==> src/rtl/dft_result_sink_pkg.sv <==
// Shared types for the DFT result path: float32 split into fields, complex
// pair, output-register state encoding and a special-exponent helper.
package dft_pkg;

    localparam logic [7:0] FP_EXP_SPECIAL = 8'hFF;

    typedef struct packed {
        logic        sign;
        logic [7:0]  exp;
        logic [22:0] man;
    } float32_t;

    typedef struct packed {
        float32_t re;
        float32_t im;
    } cplx_t;

    typedef enum logic {
        OUT_EMPTY = 1'b0,
        OUT_FULL  = 1'b1
    } out_state_t;

    // Inf and NaN both carry the all-ones exponent.
    function automatic logic is_special(input float32_t f);
        return (f.exp == FP_EXP_SPECIAL);
    endfunction

endpackage

==> src/rtl/dft_result_sink_if.sv <==
// One busy/vld float32 stream. The producer drives vld/data, the consumer
// drives busy; a word moves on a rising edge with vld=1 and busy=0.
interface dft_result_sink_if;
    import dft_pkg::*;

    logic     vld;
    logic     busy;
    float32_t data;

    modport master (output vld, output data, input busy);
    modport slave  (input vld, input data, output busy);

endinterface

==> src/rtl/dft_result_sink_lane_buf.sv <==
// dft_lane_buf: 2-entry busy/vld buffer for one float32 lane.
// busy is a register equal to (count==2) so it never depends on vld.
// Push and pop may coincide; order is kept by separate read/write pointers.
module dft_lane_buf
    import dft_pkg::*;
(
    input  logic             i_clk,
    input  logic             i_rst,
    dft_result_sink_if.slave s_lane,
    input  logic             i_pop,
    output logic             o_head_vld,
    output float32_t         o_head
);

    float32_t   mem_q [2];
    logic       rd_ptr_q;
    logic       wr_ptr_q;
    logic [1:0] count_q;
    logic [1:0] count_d;
    logic       busy_q;
    logic       push;

    assign push         = s_lane.vld && !busy_q;
    assign s_lane.busy  = busy_q;
    assign o_head_vld   = (count_q != 2'd0);
    assign o_head       = mem_q[rd_ptr_q];

    // Occupancy after this cycle's push/pop.
    always_comb begin
        count_d = count_q;
        case ({push, i_pop})
            2'b10:   count_d = count_q + 2'd1;
            2'b01:   count_d = count_q - 2'd1;
            default: count_d = count_q;
        endcase
    end

    // Storage, pointers, occupancy and the registered busy flag.
    always_ff @(posedge i_clk or negedge i_rst) begin
        if (!i_rst) begin
            mem_q[0] <= '0;
            mem_q[1] <= '0;
            rd_ptr_q <= 1'b0;
            wr_ptr_q <= 1'b0;
            count_q  <= 2'd0;
            busy_q   <= 1'b0;
        end else begin
            if (push) begin
                mem_q[wr_ptr_q] <= s_lane.data;
                wr_ptr_q        <= ~wr_ptr_q;
            end
            if (i_pop) begin
                rd_ptr_q <= ~rd_ptr_q;
            end
            count_q <= count_d;
            busy_q  <= (count_d == 2'd2);
        end
    end

endmodule

==> src/rtl/dft_result_sink.sv <==
// dft_result_sink: pairs the real and imag DFT result lanes bin by bin and
// emits one complex word per bin on a busy/vld stream with bin index,
// last flag and a frame-done pulse.
// Optional per-frame special-value counter: define DFT_SINK_STATS_EN.
//
// Output register FSM:
//   state     | meaning
//   OUT_EMPTY | no word held, o_cplx_vld=0
//   OUT_FULL  | word held, o_cplx_vld=1, fields stable until transfer
module dft_result_sink
    import dft_pkg::*;
#(
    parameter int N_POINTS = 16,
    parameter int BIN_W    = $clog2(N_POINTS)
) (
    input  logic             i_clk,
    input  logic             i_rst,
    input  logic             i_dft_real_vld,
    input  logic [22:0]      i_dft_real_data_man,
    input  logic [7:0]       i_dft_real_data_exp,
    input  logic             i_dft_real_data_sign,
    output logic             o_dft_real_busy,
    input  logic             i_dft_imag_vld,
    input  logic [22:0]      i_dft_imag_data_man,
    input  logic [7:0]       i_dft_imag_data_exp,
    input  logic             i_dft_imag_data_sign,
    output logic             o_dft_imag_busy,
    output logic             o_cplx_vld,
    input  logic             i_cplx_busy,
    output logic [22:0]      o_cplx_re_man,
    output logic [7:0]       o_cplx_re_exp,
    output logic             o_cplx_re_sign,
    output logic [22:0]      o_cplx_im_man,
    output logic [7:0]       o_cplx_im_exp,
    output logic             o_cplx_im_sign,
    output logic [BIN_W-1:0] o_cplx_bin,
    output logic             o_cplx_last,
    output logic             o_frame_done
`ifdef DFT_SINK_STATS_EN
    ,
    output logic [7:0]       o_special_cnt
`endif
);

    localparam logic [BIN_W-1:0] LAST_BIN = BIN_W'(N_POINTS - 1);

    dft_result_sink_if real_if ();
    dft_result_sink_if imag_if ();

    assign real_if.vld     = i_dft_real_vld;
    assign real_if.data    = {i_dft_real_data_sign, i_dft_real_data_exp, i_dft_real_data_man};
    assign o_dft_real_busy = real_if.busy;
    assign imag_if.vld     = i_dft_imag_vld;
    assign imag_if.data    = {i_dft_imag_data_sign, i_dft_imag_data_exp, i_dft_imag_data_man};
    assign o_dft_imag_busy = imag_if.busy;

    float32_t         re_head;
    float32_t         im_head;
    logic             re_head_vld;
    logic             im_head_vld;
    logic             load;
    logic             xfer;
    out_state_t       state_q;
    out_state_t       state_d;
    cplx_t            cplx_q;
    logic [BIN_W-1:0] bin_cnt_q;
    logic [BIN_W-1:0] bin_q;
    logic             last_q;
    logic             frame_done_q;

    // Both lanes pop together on load, so they can never drift apart.
    dft_lane_buf u_real_buf (
        .i_clk      (i_clk),
        .i_rst      (i_rst),
        .s_lane     (real_if),
        .i_pop      (load),
        .o_head_vld (re_head_vld),
        .o_head     (re_head)
    );

    dft_lane_buf u_imag_buf (
        .i_clk      (i_clk),
        .i_rst      (i_rst),
        .s_lane     (imag_if),
        .i_pop      (load),
        .o_head_vld (im_head_vld),
        .o_head     (im_head)
    );

    // Downstream transfer and pair-load conditions.
    always_comb begin
        xfer = (state_q == OUT_FULL) && !i_cplx_busy;
        load = re_head_vld && im_head_vld && ((state_q == OUT_EMPTY) || !i_cplx_busy);
    end

    // Output register state.
    always_ff @(posedge i_clk or negedge i_rst) begin
        if (!i_rst) begin
            state_q <= OUT_EMPTY;
        end else begin
            state_q <= state_d;
        end
    end

    // Next state: a reload while draining keeps the register full.
    always_comb begin
        state_d = state_q;
        case (state_q)
            OUT_EMPTY: if (load)          state_d = OUT_FULL;
            OUT_FULL:  if (xfer && !load) state_d = OUT_EMPTY;
            default:                      state_d = OUT_EMPTY;
        endcase
    end

    // Valid follows the register state directly.
    always_comb begin
        o_cplx_vld = (state_q == OUT_FULL);
    end

    // Payload, bin tag and frame-done pulse. The bin counter advances per
    // load: every loaded word transfers exactly once, and counting at load
    // keeps the tag correct when a reload coincides with a transfer.
    always_ff @(posedge i_clk or negedge i_rst) begin
        if (!i_rst) begin
            cplx_q       <= '0;
            bin_q        <= '0;
            last_q       <= 1'b0;
            bin_cnt_q    <= '0;
            frame_done_q <= 1'b0;
        end else begin
            if (load) begin
                cplx_q    <= '{re: re_head, im: im_head};
                bin_q     <= bin_cnt_q;
                last_q    <= (bin_cnt_q == LAST_BIN);
                bin_cnt_q <= (bin_cnt_q == LAST_BIN) ? '0 : bin_cnt_q + 1'b1;
            end
            frame_done_q <= xfer && last_q;
        end
    end

    assign o_cplx_re_man  = cplx_q.re.man;
    assign o_cplx_re_exp  = cplx_q.re.exp;
    assign o_cplx_re_sign = cplx_q.re.sign;
    assign o_cplx_im_man  = cplx_q.im.man;
    assign o_cplx_im_exp  = cplx_q.im.exp;
    assign o_cplx_im_sign = cplx_q.im.sign;
    assign o_cplx_bin     = bin_q;
    assign o_cplx_last    = last_q;
    assign o_frame_done   = frame_done_q;

`ifdef DFT_SINK_STATS_EN
    logic [7:0] special_cnt_q;
    logic [7:0] special_final_q;
    logic       word_special;

    assign word_special = is_special(re_head) || is_special(im_head);

    // Per-frame saturating count. Bin 0 of the next frame may load on the
    // same edge the last word leaves, so the final value is snapshotted there
    // and presented during the frame-done cycle.
    always_ff @(posedge i_clk or negedge i_rst) begin
        if (!i_rst) begin
            special_cnt_q   <= 8'd0;
            special_final_q <= 8'd0;
        end else begin
            if (load) begin
                if (bin_cnt_q == '0) begin
                    special_cnt_q <= word_special ? 8'd1 : 8'd0;
                end else if (word_special && (special_cnt_q != 8'hFF)) begin
                    special_cnt_q <= special_cnt_q + 8'd1;
                end
            end
            if (xfer && last_q) begin
                special_final_q <= special_cnt_q;
            end
        end
    end

    assign o_special_cnt = frame_done_q ? special_final_q : special_cnt_q;
`endif

endmodule

==> config.mk <==
export PLATFORM = sky130hd
export DESIGN_NAME = dft_result_sink
export DESIGN_NICKNAME = d
export VERILOG_FILES = /design/src/rtl/dft_result_sink_pkg.sv /design/src/rtl/dft_result_sink_if.sv /design/src/rtl/dft_result_sink_lane_buf.sv /design/src/rtl/dft_result_sink.sv
export SDC_FILE = /design/constraint.sdc
export NUM_CORES = 1
export LEC_CHECK = 0
export CAP_MARGIN = 25
export CORE_UTILIZATION = 35
export DETAILED_ROUTE_END_ITERATION = 12
export PLACE_DENSITY_LB_ADDON = 0.08
export SYNTH_ARGS = -nofsm -noshare
export SYNTH_HDL_FRONTEND = slang
export SYNTH_SLANG_ARGS = --single-unit
==> constraint.sdc <==
create_clock -name i_clk -period 2.3 [get_ports i_clk]
set_input_delay 0.345 -clock i_clk [delete_from_list [all_inputs] [get_ports i_clk]]
set_output_delay 0.345 -clock i_clk [all_outputs]
set_load 0.01 [all_outputs]
Word level (Yosys, flattened, before mapping)
Cells that the tools add are included.
- add/subtract/negate cells: 5
- magnitude comparators: 6
- equal/unequal tests: 7
- mux-type cells: 18
- bitwise gates (word level): 9
- reductions and logical operators: 16
- operators with widths (kind ; count):
    32-bit 2-to-1 mux ; 8
    64-bit bitwise mux ; 2
    32-bit demux with 1-bit select ; 2
    1-bit logical AND ; 9
    2-bit == test (second input constant) ; 4
    2-bit >= comparator (second input constant) ; 4
    1-bit inverter with 2-bit output ; 4
    2-bit case mux with 2 select lines ; 2
    1-bit inverter ; 5
    2-bit by 1-bit adder with 2-bit output (second input constant) ; 2
    4-bit by 1-bit adder with 4-bit output (second input constant) ; 1
    2-bit by 1-bit == test with 1-bit output (second input constant) ; 2
    4-bit == test (second input constant) ; 1
    1-bit zero test ; 4
    2-bit by 1-bit < comparator with 1-bit output (second input constant) ; 2
    4-bit 2-to-1 mux ; 1
    2-bit nonzero test ; 2
    2-bit by 1-bit subtractor with 2-bit output (second input constant) ; 2
    1-bit 2-to-1 mux ; 2
    1-bit case mux with 2 select lines ; 1
    1-bit logical OR ; 1
- bits in registers: 213
- input bits: 69
- logic and storage cells: 92

Logic depth before layout (Yosys ltp)
- depth after elaboration: 7
- gate-level depth with buffers: 8

Hierarchy
From an unflattened synthesis, not the netlist that was laid out.
- cell total of the unflattened synthesis: 548
- area, all modules: 9036.2 um^2
- by module, submodules not included (module ; times used ; cells each ; area each (um^2) ; seq. area each (um^2)):
    dft_lane_buf at u_imag_buf ; 1 ; 190 ; 3138.0 ; 1726.7
    dft_lane_buf at u_real_buf ; 1 ; 190 ; 3044.2 ; 1726.7
    dft_result_sink ; 1 ; 168 ; 2854.0 ; 1876.8

Worst setup path after synthesis
Ideal clock, no wire load.
- kind: flip-flop to flip-flop
- from: register u_real_buf.count_q[0]
- to: register u_imag_buf.busy_q (netlist: u_imag_buf.s_lane.busy)
- setup time: 77 ps
- data arrival time: 1762 ps
- path slack: 461 ps
- stages on the path, launching flop included: 8
- period minus slack after synthesis: 1839 ps
- cell sequence: dfrtp_1 -> o22ai_2 -> a21oi_4 -> buf_6 -> buf_6 -> ha_1 -> or3_1 -> a21oi_1
- longest elaborated chain between the ends: 6
- RTL lines (what ; RTL line ; source):
    start, declared ; dft_result_sink_lane_buf.sv:18 ; logic [1:0] count_q;
    start signal, assigned ; dft_result_sink_lane_buf.sv:55 ; count_q <= count_d;
    2-bit nonzero test (*) ; dft_result_sink_lane_buf.sv:25 ; assign o_head_vld = (count_q != 2'd0);
    1-bit logical AND (*) (2 in a row) ; dft_result_sink.sv:93 ; load = re_head_vld && im_head_vld && ((state_q == OUT_EMPTY) || !i_cplx_busy);
    net load ; dft_result_sink.sv:61 ; logic load;
    2-bit by 1-bit == test with 1-bit output or 2-bit == test (tied branches) ; dft_result_sink_lane_buf.sv:31 ; case ({push, i_pop})
    2-bit case mux with 2 select lines (*) ; dft_result_sink_lane_buf.sv:31 ;
    2-bit == test (*) ; dft_result_sink_lane_buf.sv:56 ; busy_q <= (count_d == 2'd2);
    end signal, assigned ; dft_result_sink_lane_buf.sv:56 ;
    end, declared ; dft_result_sink_lane_buf.sv:20 ; logic busy_q;
The timed path passes the listed nets; every way through them passes the cells marked *.
A chain may end at the register's enable or synchronous reset.

Worst setup path in the final report
- from: register state_q (netlist: o_cplx_vld)
- to: output port o_cplx_vld
- RTL lines (what ; RTL line ; source):
    start, declared ; dft_result_sink.sv:63 ; out_state_t state_q;
    start signal, assigned ; dft_result_sink.sv:101 ; state_q <= state_d;
    end, declared ; dft_result_sink.sv:28 ; output logic o_cplx_vld,
No word-level cell between the ends.

==> Implementation_results.wiki <==
{| class="wikitable"
! Metric !! Value
|-
| Result of the run || finished, final reports clean
|-
| Critical-path cell with the highest stage delay || sky130_fd_sc_hd__clkdlybuf4s50_1
|-
| Number of unique standard cell types used by synthesis || 28
|-
| Synthesized instance count || 623
|-
| Unrepaired setup endpoints after global routing || false
|-
| Highest clock rate || 0.531 GHz
|-
| PwrDens || 1550 nW/um^2
|-
| Overall via count from detail_route || ~5500
|-
| Largest net degree at the start of global routing || 63
|-
| Htree depth || 1
|-
| Root buffer cell || sky130_fd_sc_hd__clkbuf_16
|-
| Core area || 24600 um^2
|-
| Number of setup violations in the final report || 0
|-
| GRT Total Usage || 16.1%
|-
| Total placed instance area || 10600 um^2
|-
| Syn Nets || slightly below 700
|-
| Final count of hold timing violations || 0
|-
| Final global-route overflow total || 0
|-
| Non-Filler Instances || between 1000 and 1500
|-
| Clock insertion delay at the later pin of the skew report || 0.50 ns
|-
| Sort of element at the start of the critical path || flop
|-
| Class of the tightest hold or removal check || primary input to asynchronous set/reset pin
|-
| Total CTS buffers || 24
|-
| Final setup TNS || 0 ns
|-
| First-pass GRT wire length || 33000 um
|-
| Post-CTS setup buffer count || 0
|-
| Placed cells || 1066
|-
| Area of the multi-input gates || about 3200 um^2
|-
| Origin of the critical flop-to-flop path || u_real_buf.count_q[0]$_DFF_PN0_
|-
| TritonCTS clock tree || built
|-
| DRT iter0 DRCs || between 200 and 250
|-
| Dominant synthesized flop cell || sky130_fd_sc_hd__dfrtp_1
|-
| Initial antenna violation count || 2
|-
| Transition time at the pin with the least slew margin || 0.702 ns
|-
| Max-cap violation count || 0
|-
| Worst endpoint data arrival time || approximately 1.5 ns
|-
| Area growth from synthesis to final layout || 27.4%
|-
| Count of flip-flops with a built-in enable after synthesis || 0
|-
| Clk sink count || 213
|-
| Worst slew margin relative to its limit || 53.2%
|-
| Register bit total from synthesis || between 200 and 250
|-
| Number of placement rows || 57
|-
| Yosys warning total || 0
|-
| Tcrit/Tclk final || about four fifths
|-
| Sequential Area || 5330 um^2
|-
| Top-level port count || approximately 140
|-
| List of cells traversed by the critical path || clkdlybuf4s50_1
|-
| Cell area after synthesis || 8890 um^2
|-
| Part of the Yosys area used for sequential elements || 60.0%
|-
| IO buf count || 141
|-
| Type of destination of the critical path || output pin
|-
| Area enclosed by the die boundary || 26000 um^2
|-
| Weighted congestion reported at the end of routability-driven placement || 0.720
|-
| WL/cell || between 15 and 20 um
|-
| Via density per instance || roughly 4.9
|-
| Final design instance area without fill || roughly 11000 um^2
|-
| Crit path required time || 1.96 ns
|-
| Share of flip-flops with an asynchronous set or reset || 100%
|-
| Capturing point of the worst reg2reg path || u_imag_buf.s_lane.busy$_DFF_PN0_
|-
| Antenna Nets Post-Route || 0
|-
| Fraction of layout cells with a size suffix above 1 || 25.1%
|-
| Die boundary height || 161 um
|-
| Maximum vdd ir drop || 599 uV
|-
| Total buffers and inverters traversed by the critical path || 1
|-
| P_leak || approximately 4.8 nW
|-
| Minimum clock period || 1.88 ns
|-
| Effective utilization at floorplan || 36.1%
|-
| R2R cell count || 5
|-
| Slowest stage delay, CP || between 0.5 and 0.6 ns
|-
| Family of cells with the greatest summed delay on the critical path || buffers and inverters
|-
| Mapped Avg Cell Area || roughly 14 um^2
|-
| # DRC || 0
|-
| First drt pass iteration count || 4
|-
| Number of buffers between clock root and the deepest sink || 3
|-
| Horiz. Die Dim || roughly 160 um
|-
| Register-to-register setup slack || 0.57 ns
|-
| Critical path start-end classification || flop to output pin
|-
| Total Nets Final || 841
|-
| Total of fill cells in the finished design || 2212
|-
| Worst Path Max Fanout || 4
|-
| Clock input transition at the sequential cells of the worst setup and hold paths || 0.06 ns
|-
| Number of max-slew violations in the final report || 0
|-
| Post-DP HPWL || 13200 um
|-
| Final worst clock skew || around 0.0065 ns
|-
| Total detailed-routing wirelength || 20400 um
|-
| Vias in the first global route || 5962
|}
[sequential cells by signal (all words and copies together), names as in the netlist, 2 cells and up]
| register | flops |
|---|---|
| o_cplx_re_exp | 8 |
| o_cplx_im_man | 23 |
| u_imag_buf.mem_q | 64 |
| o_cplx_im_exp | 8 |
| o_cplx_bin | 4 |
| u_real_buf.mem_q | 64 |
| u_imag_buf.count_q | 2 |
| bin_cnt_q | 4 |
| u_real_buf.count_q | 2 |
| o_cplx_re_man | 23 |
[stage by stage]
stage               setup WS [ns]  utilization [%]  hold slack, ns  power (W)
floorplan                   0.461                -          0.0494     0.0117
global placement            0.243             43.0           0.330     0.0140
detailed placement          0.207             43.0           0.336     0.0143
finish                      0.416             46.0           0.395     0.0176
global route                0.344             46.0           0.420     0.0188
CTS                         0.374             46.0           0.399     0.0179
[cell usage in the layout (no fill, tap or decap), drive strengths merged, types with 3 or more instances in the layout]
cell type / instances
nand2: 6
mux2i: 64
dfrtp: 213
buf: 21
ha: 3
mux2: 135
clkbuf: 37
clkdlybuf4s50: 140
xnor2: 7
nor2: 5
a21oi: 131
[report_power, final]
part | switching (W) | internal, W
logic | 0.00318 | 0.00392
clock network | 0.00139 | 0.00209
registers | 0.00130 | 0.00571
[layer usage]
layer	global-route usage [%]	vias up	routed length, um
met3	3.31	29	1090
li1	-	2535	-
met1	21.0	2767	9030
met2	27.1	128	9800
met5	0	-	0
met4	4.33	0	478
[cells by family (layout without fill, tap and decap cells)]
| group | count (synthesis) | count (layout) | synth area share, % |
|---|---|---|---|
| AOI/OAI and AO/OA | 137 | 137 | 8.07 |
| other | 0 | 2 | 0 |
| and+or+nand+nor | 20 | 20 | 1.62 |
| xor gates and xnor gates | 9 | 9 | 0.887 |
| adders and majority gates | 3 | 3 | 0.422 |
| buffers and inverters | 42 | 200 | 4.07 |
| DFF | 213 | 213 | 60.0 |
| muxes | 199 | 199 | 25.0 |
[worst max path at each step]
| stage | from | cells past startpoint | slack [ns] | to |
|---|---|---|---|---|
| 3_3_place_gp | i_cplx_busy | 5 | 0.24 | u_imag_buf.rd_ptr_q$_DFFE_PN0P_ |
| 5_1_grt | o_cplx_vld$_DFF_PN0_ | 1 | 0.34 | o_cplx_vld |
| 6_report | o_cplx_vld$_DFF_PN0_ | 1 | 0.42 | o_cplx_vld |
| 4_1_cts | o_cplx_vld$_DFF_PN0_ | 1 | 0.37 | o_cplx_vld |
| 2_1_floorplan | u_real_buf.count_q[0]$_DFF_PN0_ | 7 | 0.46 | u_imag_buf.s_lane.busy$_DFF_PN0_ |
| 3_5_place_dp | i_cplx_busy | 5 | 0.21 | u_imag_buf.rd_ptr_q$_DFFE_PN0P_ |
[synthesized netlist by cell type (2+ instances only)]
| cell | n | area, um^2 |
|---|---|---|
| sky130_fd_sc_hd__buf_4 | 2 | 15.0 |
| sky130_fd_sc_hd__ha_1 | 3 | 37.5 |
| sky130_fd_sc_hd__clkbuf_1 | 3 | 11.3 |
| sky130_fd_sc_hd__xnor2_1 | 7 | 61.3 |
| sky130_fd_sc_hd__dfrtp_1 | 213 | 5330 |
| sky130_fd_sc_hd__buf_2 | 13 | 65.1 |
| sky130_fd_sc_hd__nand3b_4 | 2 | 40.0 |
| sky130_fd_sc_hd__mux2i_1 | 64 | 641 |
| sky130_fd_sc_hd__nand2b_2 | 2 | 17.5 |
| sky130_fd_sc_hd__o21ai_0 | 2 | 10.0 |
| sky130_fd_sc_hd__mux2_4 | 15 | 225 |
| sky130_fd_sc_hd__xor2_1 | 2 | 17.5 |
| sky130_fd_sc_hd__or3_1 | 2 | 12.5 |
| sky130_fd_sc_hd__nor2_4 | 2 | 22.5 |
| sky130_fd_sc_hd__mux2_1 | 2 | 22.5 |
| sky130_fd_sc_hd__mux2_2 | 118 | 1330 |
| sky130_fd_sc_hd__buf_6 | 24 | 270 |
| sky130_fd_sc_hd__a21oi_1 | 130 | 651 |
| sky130_fd_sc_hd__nor2_1 | 3 | 11.3 |
| sky130_fd_sc_hd__nand2_1 | 6 | 22.5 |
[cell type report]
type | count | share of cell area [%]
Tap cell | 324 | 3.58
Multi-Input combinational cell | 368 | 28.2
Timing Repair Buffer | 162 | 14.7
Clock inverter | 1 | 0.0442
Antenna cell | 2 | 0.0442
Sequential cell | 213 | 47.1
Clock buffer | 37 | 6.28
[repair_timing]
action	4_1_cts	5_1_grt
resized for setup	0	0
endpoints found under the setup margin	0	0
hold buffers	1	0
endpoints found under the hold margin	59	0
No activity file was read; power rests on OpenSTA's default activity.
